### config.mk
export PLATFORM = sky130hd
export DESIGN_NAME = fifo_sync_fwft
export DESIGN_NICKNAME = d
export VERILOG_FILES = /design/src/rtl/fifo_sync_pkg.sv /design/src/rtl/fifo_sync_ram.sv /design/src/rtl/fifo_sync_fwft.sv
export SDC_FILE = /design/constraint.sdc
export NUM_CORES = 1
export LEC_CHECK = 0
export CAP_MARGIN = 20
export CORE_MARGIN = 1
export CORE_UTILIZATION = 60
export CTS_BUF_LIST = sky130_fd_sc_hd__clkbuf_16
export DETAILED_ROUTE_END_ITERATION = 16
export GPL_ROUTABILITY_DRIVEN = 1
export PLACE_DENSITY = 0.78
export SYNTH_ARGS = -nofsm -noshare
export SYNTH_HDL_FRONTEND = slang
export SYNTH_SLANG_ARGS = --single-unit
### constraint.sdc
create_clock -name clk -period 7.6 [get_ports clk]
set_input_delay 1.14 -clock clk [delete_from_list [all_inputs] [get_ports clk]]
set_output_delay 1.14 -clock clk [all_outputs]
set_load 0.05 [all_outputs]
### src/rtl/fifo_sync_pkg.sv
// Shared constants and helpers for the single-clock FIFO family.
// Read-mode encodings and the occupancy-counter width function.
package fifo_sync_pkg;

    localparam int READ_MODE_STD  = 0;
    localparam int READ_MODE_FWFT = 1;

    // One extra bit so a counter or pointer can tell full from empty.
    function automatic int count_width(input int depth);
        return $clog2(depth) + 1;
    endfunction

endpackage

### src/rtl/fifo_sync_ram.sv
// Simple dual-port RAM: one write port, one registered read port.
// The array has no reset; only the read register is cleared.
module fifo_sync_ram
    import fifo_sync_pkg::*;
#(
    parameter int DATA_WIDTH = 64,
    parameter int DEPTH      = 16,
    localparam int AW        = $clog2(DEPTH)
) (
    input  logic                  clk,
    input  logic                  rstn,
    input  logic                  we,
    input  logic [AW-1:0]         waddr,
    input  logic [DATA_WIDTH-1:0] wdata,
    input  logic                  re,
    input  logic [AW-1:0]         raddr,
    output logic [DATA_WIDTH-1:0] rdata
);

    logic [DATA_WIDTH-1:0] mem_q [DEPTH];
    logic [DATA_WIDTH-1:0] rdata_d;
    logic [DATA_WIDTH-1:0] rdata_q;

    always_ff @(posedge clk) begin
        if (we) begin
            mem_q[waddr] <= wdata;
        end
    end

    always_comb begin
        rdata_d = rdata_q;
        if (re) begin
            rdata_d = mem_q[raddr];
        end
    end

    always_ff @(posedge clk or negedge rstn) begin
        if (!rstn) begin
            rdata_q <= '0;
        end else begin
            rdata_q <= rdata_d;
        end
    end

    assign rdata = rdata_q;

endmodule

### src/rtl/fifo_sync_fwft.sv
// Single-clock FIFO with standard or first-word-fall-through read mode.
// Define FIFO_SYNC_ERR_STICKY_EN for sticky overflow/underflow flags.
module fifo_sync_fwft
    import fifo_sync_pkg::*;
#(
    parameter int DATA_WIDTH        = 64,
    parameter int DEPTH             = 16,
    parameter int READ_MODE         = READ_MODE_STD,
    parameter int PROG_FULL_THRESH  = 12,
    parameter int PROG_EMPTY_THRESH = 4,
    localparam int CW               = count_width(DEPTH)
) (
    input  logic                  clk,
    input  logic                  rstn,
    input  logic [DATA_WIDTH-1:0] din,
    input  logic                  wr_en,
    input  logic                  rd_en,
    input  logic                  err_clr,
    output logic [DATA_WIDTH-1:0] dout,
    output logic                  data_valid,
    output logic                  full,
    output logic                  almost_full,
    output logic                  empty,
    output logic                  almost_empty,
    output logic                  prog_full,
    output logic                  prog_empty,
    output logic [CW-1:0]         data_count,
    output logic                  wr_ack,
    output logic                  overflow,
    output logic                  underflow
);

    localparam int AW = CW - 1;
    localparam logic [CW-1:0] DEPTH_C = CW'(DEPTH);
    localparam logic [CW-1:0] AFULL_C = CW'(DEPTH - 1);
    localparam logic [CW-1:0] PFULL_C = CW'(PROG_FULL_THRESH);
    localparam logic [CW-1:0] PEMPT_C = CW'(PROG_EMPTY_THRESH);
    localparam logic [CW-1:0] ONE_C   = CW'(1);

    logic [CW-1:0] wr_ptr_d, wr_ptr_q;
    logic [CW-1:0] rd_ptr_d, rd_ptr_q;
    logic [CW-1:0] count_d, count_q;
    logic [CW-1:0] mem_cnt;
    logic          ov_d, ov_q;
    logic          full_d, full_q;
    logic          afull_d, afull_q;
    logic          empty_d, empty_q;
    logic          aempty_d, aempty_q;
    logic          pfull_d, pfull_q;
    logic          pempty_d, pempty_q;
    logic          dvalid_d, dvalid_q;
    logic          wr_ack_d, wr_ack_q;
    logic          ovf_d, ovf_q;
    logic          udf_d, udf_q;
    logic          wr_ok, rd_ok;
    logic          ovf_ev, udf_ev;
    logic          ram_re;

`ifndef FIFO_SYNC_ERR_STICKY_EN
    logic err_clr_unused;
    assign err_clr_unused = err_clr;
`endif

    always_comb begin
        wr_ok   = wr_en & ~full_q;
        rd_ok   = rd_en & ~empty_q;
        ovf_ev  = wr_en & full_q;
        udf_ev  = rd_en & empty_q;
        mem_cnt = wr_ptr_q - rd_ptr_q;
        count_d = count_q + CW'(wr_ok) - CW'(rd_ok);

        if (READ_MODE == READ_MODE_FWFT) begin
            // RAM read register doubles as the prefetch/output register.
            ram_re   = (mem_cnt != '0) && (!ov_q || rd_ok);
            ov_d     = ram_re | (ov_q & ~rd_ok);
            empty_d  = ~ov_d;
            dvalid_d = ov_d;
        end else begin
            ram_re   = rd_ok;
            ov_d     = 1'b0;
            empty_d  = (count_d == '0);
            dvalid_d = rd_ok;
        end

        wr_ptr_d = wr_ptr_q + CW'(wr_ok);
        rd_ptr_d = rd_ptr_q + CW'(ram_re);

        full_d   = (count_d == DEPTH_C);
        afull_d  = (count_d >= AFULL_C);
        aempty_d = (count_d <= ONE_C);
        pfull_d  = (count_d >= PFULL_C);
        pempty_d = (count_d <= PEMPT_C);
        wr_ack_d = wr_ok;

`ifdef FIFO_SYNC_ERR_STICKY_EN
        ovf_d = (ovf_q & ~err_clr) | ovf_ev;
        udf_d = (udf_q & ~err_clr) | udf_ev;
`else
        ovf_d = ovf_ev;
        udf_d = udf_ev;
`endif
    end

    always_ff @(posedge clk or negedge rstn) begin
        if (!rstn) begin
            wr_ptr_q <= '0;
            rd_ptr_q <= '0;
            count_q  <= '0;
            ov_q     <= 1'b0;
            full_q   <= 1'b0;
            afull_q  <= 1'b0;
            empty_q  <= 1'b1;
            aempty_q <= 1'b1;
            pfull_q  <= 1'b0;
            pempty_q <= 1'b1;
            dvalid_q <= 1'b0;
            wr_ack_q <= 1'b0;
            ovf_q    <= 1'b0;
            udf_q    <= 1'b0;
        end else begin
            wr_ptr_q <= wr_ptr_d;
            rd_ptr_q <= rd_ptr_d;
            count_q  <= count_d;
            ov_q     <= ov_d;
            full_q   <= full_d;
            afull_q  <= afull_d;
            empty_q  <= empty_d;
            aempty_q <= aempty_d;
            pfull_q  <= pfull_d;
            pempty_q <= pempty_d;
            dvalid_q <= dvalid_d;
            wr_ack_q <= wr_ack_d;
            ovf_q    <= ovf_d;
            udf_q    <= udf_d;
        end
    end

    fifo_sync_ram #(
        .DATA_WIDTH (DATA_WIDTH),
        .DEPTH      (DEPTH)
    ) u_ram (
        .clk   (clk),
        .rstn  (rstn),
        .we    (wr_ok),
        .waddr (wr_ptr_q[AW-1:0]),
        .wdata (din),
        .re    (ram_re),
        .raddr (rd_ptr_q[AW-1:0]),
        .rdata (dout)
    );

    assign data_valid   = dvalid_q;
    assign full         = full_q;
    assign almost_full  = afull_q;
    assign empty        = empty_q;
    assign almost_empty = aempty_q;
    assign prog_full    = pfull_q;
    assign prog_empty   = pempty_q;
    assign data_count   = count_q;
    assign wr_ack       = wr_ack_q;
    assign overflow     = ovf_q;
    assign underflow    = udf_q;

endmodule

; ---- Word level (Yosys, flattened, before mapping)
; Memories as Yosys holds them, arrays and structs flattened. A register that Yosys moved wholly into a read port is not among the register bits.
; Index checks and enable logic that the tools add are counted.
[word_totals]
register_bits = 25
latch_bits = 0
ram_bits = 1024
rom_bits = 0
input_bits = 69
wordCells = 33
memories = 1
[classes]
add_sub_neg = 4
multipliers = 0
div = 0
magnitude_cmp = 4
eq_ne = 1
shift = 0
n_mux = 2
bitwise_logic = 6
reduce_logical = 2
[memory_table]
columns = name, words, width, rd, rd_ports_with_merged_regs, write_ports, line_no
row1 = u_ram.mem_q, 16, 64, 1, 1, 1, fifo_sync_ram.sv:20  ; logic [DATA_WIDTH-1:0] mem_q [DEPTH];
[op_table]
columns = cell, count
row1 = $add 5x1->5, 3
row2 = $ge 5x4->1 const B, 2
row3 = $eq 5x5->1 const B, 1
row4 = $le 5x1->1 const B, 1
row5 = $le 5x3->1 const B, 1
row6 = $logic_not 5->1, 1
row7 = $sub 5x1->5, 1
row8 = $and 1x1->1, 4
row9 = $mux 1, 2
row10 = $not 1->1, 2
row11 = $logic_not 1->1, 1

; ---- Depth between registers and ports, before layout
[logic_depth]
depth_word = 5
ltp_mapped = 12

; ---- Modules after synthesis
; Synthesis repeated with hierarchy kept, for this count alone.
[unflattened]
hier_cells = 1791
area_unflattened_um2 = 42021.6
[by_module_without_submodules]
columns = module, n_inst, cells_each, area_per_inst_um2
row1 = fifo_sync_ram, 1, 1726, 41061.9
row2 = fifo_sync_fwft, 1, 65, 959.7

; ---- Worst setup path after synthesis
; No wires, ideal clock.
[synth_path]
path_kind = input to register
startpoint = in wr_en
endpoint = mem u_ram.mem_q[0][0], enable pin
arrival_time_ps = 5945
t_required_ps = 7035
slack_ps = 1090
stages = 3
path_buffers = 0
path_cell_list = nand2b_1 > or3_1 > nor3_1
[synth_between]
elab_chain_len = 3
[synth_lines]
columns = item, line_no
row1 = start: declaration, fifo_sync_fwft.sv:16  ; input logic wr_en,
row2 = $and 1x1->1, fifo_sync_fwft.sv:65  ; wr_ok = wr_en & ~full_q;
row3 = $mux 1, fifo_sync_ram.sv:25  ; if (we) begin
row4 = $mux 1 (implied by the code), fifo_sync_ram.sv:26  ; mem_q[waddr] <= wdata;
row5 = end: declaration, fifo_sync_ram.sv:20
; Every way passes these cells.

; ---- Final worst setup path
[layout_path]
startpoint = in wr_en
endpoint = mem u_ram.mem_q[15][24], enable pin
[layout_between]
elab_chain_len = 3
[layout_lines]
columns = item, line_no
row1 = $and 1x1->1, fifo_sync_fwft.sv:65
row2 = via u_ram.we, fifo_sync_ram.sv:12  ; input logic we,
row3 = $mux 1, fifo_sync_ram.sv:25
row4 = $mux 1 (implied by the code), fifo_sync_ram.sv:26
; The timed path passes the listed nets, and every way through them passes these cells.

==> flow_summary.json <==
{
  "synth_area_leaders": "edfxtp_1, mux2i_1, mux4_2, dfrtp_1, o32ai_1",
  "synth_fp_nets": 2149,
  "dr.pass1.iters": 5,
  "fin_crit_ns": 3.788,
  "worst_ep_arrival_time_ns": 4.07,
  "dr_total_vias": 21220,
  "area.sequential_um2": 32940,
  "synth.area.mux_share_pct": 14.43,
  "netlist_area_um2": 42180,
  "whs_ns": 0.5184,
  "avgViaCountPerCell": 6.502,
  "crit_path_start": "wr_en",
  "yosysUniqueCellTypes": 36,
  "numCtsBuffers": 105,
  "cts_sinks": 1111,
  "io_buffers": 146,
  "skew_ns": 0.03051,
  "slowest_stage": "nor2_4",
  "final.period_utilization_pct": 49.85,
  "cp_max_fo": 44,
  "setup_violations": 0,
  "synth_fa_ha_area_share_pct": 0.2551,
  "end_kind": "register",
  "synth-xor-area-share_pct": 0.1869,
  "fin_cells": 3264,
  "cts_root_buffer": "clkbuf_16",
  "grt_pass1_wl_mm": 137.2,
  "ys_warn_count": 0,
  "p_leak_nw": 16.16,
  "max_freq_ghz": 0.2640,
  "status": "complete, no violations",
  "ff2ff_setup_slack_ns": 4.27,
  "worstMarginPinSlew_ns": 1.213,
  "syn_area_per_cell_um2": 20.36,
  "cp.required_ns": 7.88,
  "final_max_slew_viol_count": 0,
  "drt_wl_total_mm": 94.17,
  "synth_top_area_share_pct": 72.91,
  "multi_input_area_um2": 8685,
  "drc_errors": 0,
  "max_stage_delay_ns": 0.87,
  "synth_edf_count": 1024,
  "rows": 96,
  "dpl.cell_count": 3063,
  "endpoint": "u_ram.mem_q[15][24]$_DFFE_PP_",
  "dpl-instance-area_um2": 44590,
  "cts.reportedPaths.clkPinSlew_ns": 0.06,
  "fin_area_um2": 48050,
  "synth_top_family_by_area": "multiplexers",
  "antenna_found_initial": 10,
  "rsz0062_at_grt": "false",
  "crit_cells": 6,
  "insertion_delay_ns": 0.68,
  "synth_cells": 2072,
  "nNetsFinal": 2319,
  "fp.dieH_um": 267.1,
  "gp_congestion": 0.7558,
  "dp_worst_setup_slack_ns": 3.061,
  "timing.rr.start": "full$_DFF_PN0_",
  "ys_seq_area_share_pct": 78.08,
  "die-area_um2": 71360,
  "r2r_cells": 5,
  "clk_path_buf_depth": 3,
  "holdBufCountCts": 0,
  "hold_viol": 0,
  "path_buf_inv": 3,
  "die_w_um": 267.1,
  "synth_compound_area_share_pct": 4.296,
  "crit_family": "buffers and inverters",
  "worstHoldStart": "full$_DFF_PN0_",
  "timing.rr.end": "u_ram.mem_q[15][24]$_DFFE_PP_",
  "critPathLaunchType": "input port",
  "drive_above_1_share_pct": 14.71,
  "async_flop_share_pct": 7.831,
  "start_util_pct": 61.07,
  "synthFlopType": "edfxtp_1",
  "utilization_pct": 69.57,
  "path_class": "input port to register",
  "synth-simple-area-share_pct": 1.086,
  "ios": 148,
  "cts_tree": "built",
  "ctsHtreeMaxLevel": 3,
  "ir_drop_mv": 0.3100,
  "fin_total_pwr_mw": 19.03,
  "relSlewSlack_pct": 19.16,
  "crit_chain": "clkdlybuf4s50_1 > nand2b_1 > inv_1 > nand3_1 > nor2_4 > buf_4",
  "grt_pass1_vias": 21830,
  "grt_max_degree": 136,
  "final_common_cell": "edfxtp_1",
  "hold_path.class": "register to register",
  "postCtsSetupBuffers": 0,
  "max-cap-violations": 0,
  "cts_resized": 0,
  "syn2layout_area_growth_pct": 13.92,
  "synth_top_cell_by_area": "edfxtp_1",
  "fp.coreArea_um2": 69070,
  "layout_common_cells": "edfxtp_1, mux2i_1, clkdlybuf4s50_1, mux4_2, clkbuf_16",
  "setup_tns_ns": 0,
  "final.setup.worst_slack_ns": 3.812,
  "power_density_nw_per_um2": 396.0,
  "grt.overflow.total": 0,
  "ant_nets": 0,
  "place.detailed.hpwl_mm": 45.74,
  "dr.first_iter.drc_count": 2221,
  "ys_ff_latch": 1111,
  "track_usage_pct": 26.66,
  "fill_cells": 4009,
  "avgRoutedWirePerCell_um": 28.85
}
## Yosys cell counts (2+ instances only)
library cell,instances
nor2_1,78
nand2_1,6
a21o_1,3
nand3_1,3
nor3_1,5
buf_1,3
mux2i_1,320
o22ai_1,64
or2_2,2
o211ai_1,64
clkbuf_1,50
buf_2,35
mux4_2,128
edfxtp_1,1024
dfrtp_1,84
a21oi_1,66
xnor2_1,6
nand2b_1,6
and2_1,3
ha_1,7
o32ai_1,64
buf_6,17
xor2_1,3
buf_4,14
dfstp_2,3
inv_1,4
## kinds of logic after synthesis
family | count (synthesis)
buffers and inverters | 125
DFF | 1111
and+or+nand+nor | 108
AOI/OAI and AO/OA | 263
xor gates and xnor gates | 9
muxes | 448
adders and majority gates | 8
## routing by layer
layer,share of wire [%],GRT usage (%),up-vias
met5,0.11,0,-
met4,2.6,9.382,16
met3,8.2,5.204,194
met2,51,44.46,1060
met1,38,35.40,11080
li1,-,-,8878
## worst min-delay path by stage
stage                            end  cells past startpoint
2_1_floorplan  rd_ptr_q[1]$_DFF_PN0_                      1
3_3_place_gp      overflow$_DFF_PN0_                      1
4_1_cts           overflow$_DFF_PN0_                      1
6_report          overflow$_DFF_PN0_                      1
5_1_grt           overflow$_DFF_PN0_                      1
3_5_place_dp      overflow$_DFF_PN0_                      1
## where the power goes
part	switching [mW]	internal, mW	leakage (nW)
Clock	2.20	2.91	1.78
Sequential	0.533	7.57	10.2
Combinational	3.59	2.23	4.15
## worst reg2reg max path, cell delays in order, from the launching register on
cell	delay, ns
dfrtp_1	0.39
nand2b_1	0.24
inv_1	0.20
nand3_1	0.32
nor2_4	0.88
buf_4	0.85
## state kept, by name (all words and copies together) (netlist names)
register	count
data_valid	1
overflow	1
underflow	1
data_count	5
u_ram.rdata	64
full	1
rd_ptr_q	4
almost_empty	1
wr_ptr_q	4
prog_empty	1
almost_full	1
prog_full	1
wr_ack	1
empty	1
u_ram.mem_q	1024
## layout make-up
| class | count | share of cell area (%) |
|---|---|---|
| tap | 931 | 2.424 |
| timing repair buffer | 183 | 3.859 |
| clock buffer | 106 | 5.521 |
| antenna | 2 | 0.01042 |
| clock inverter | 90 | 1.505 |
| sequential | 1111 | 68.56 |
| multi-input combinational | 836 | 18.07 |
| inverter | 5 | 0.04427 |
Note: power is estimated with default switching activity, not from simulation.
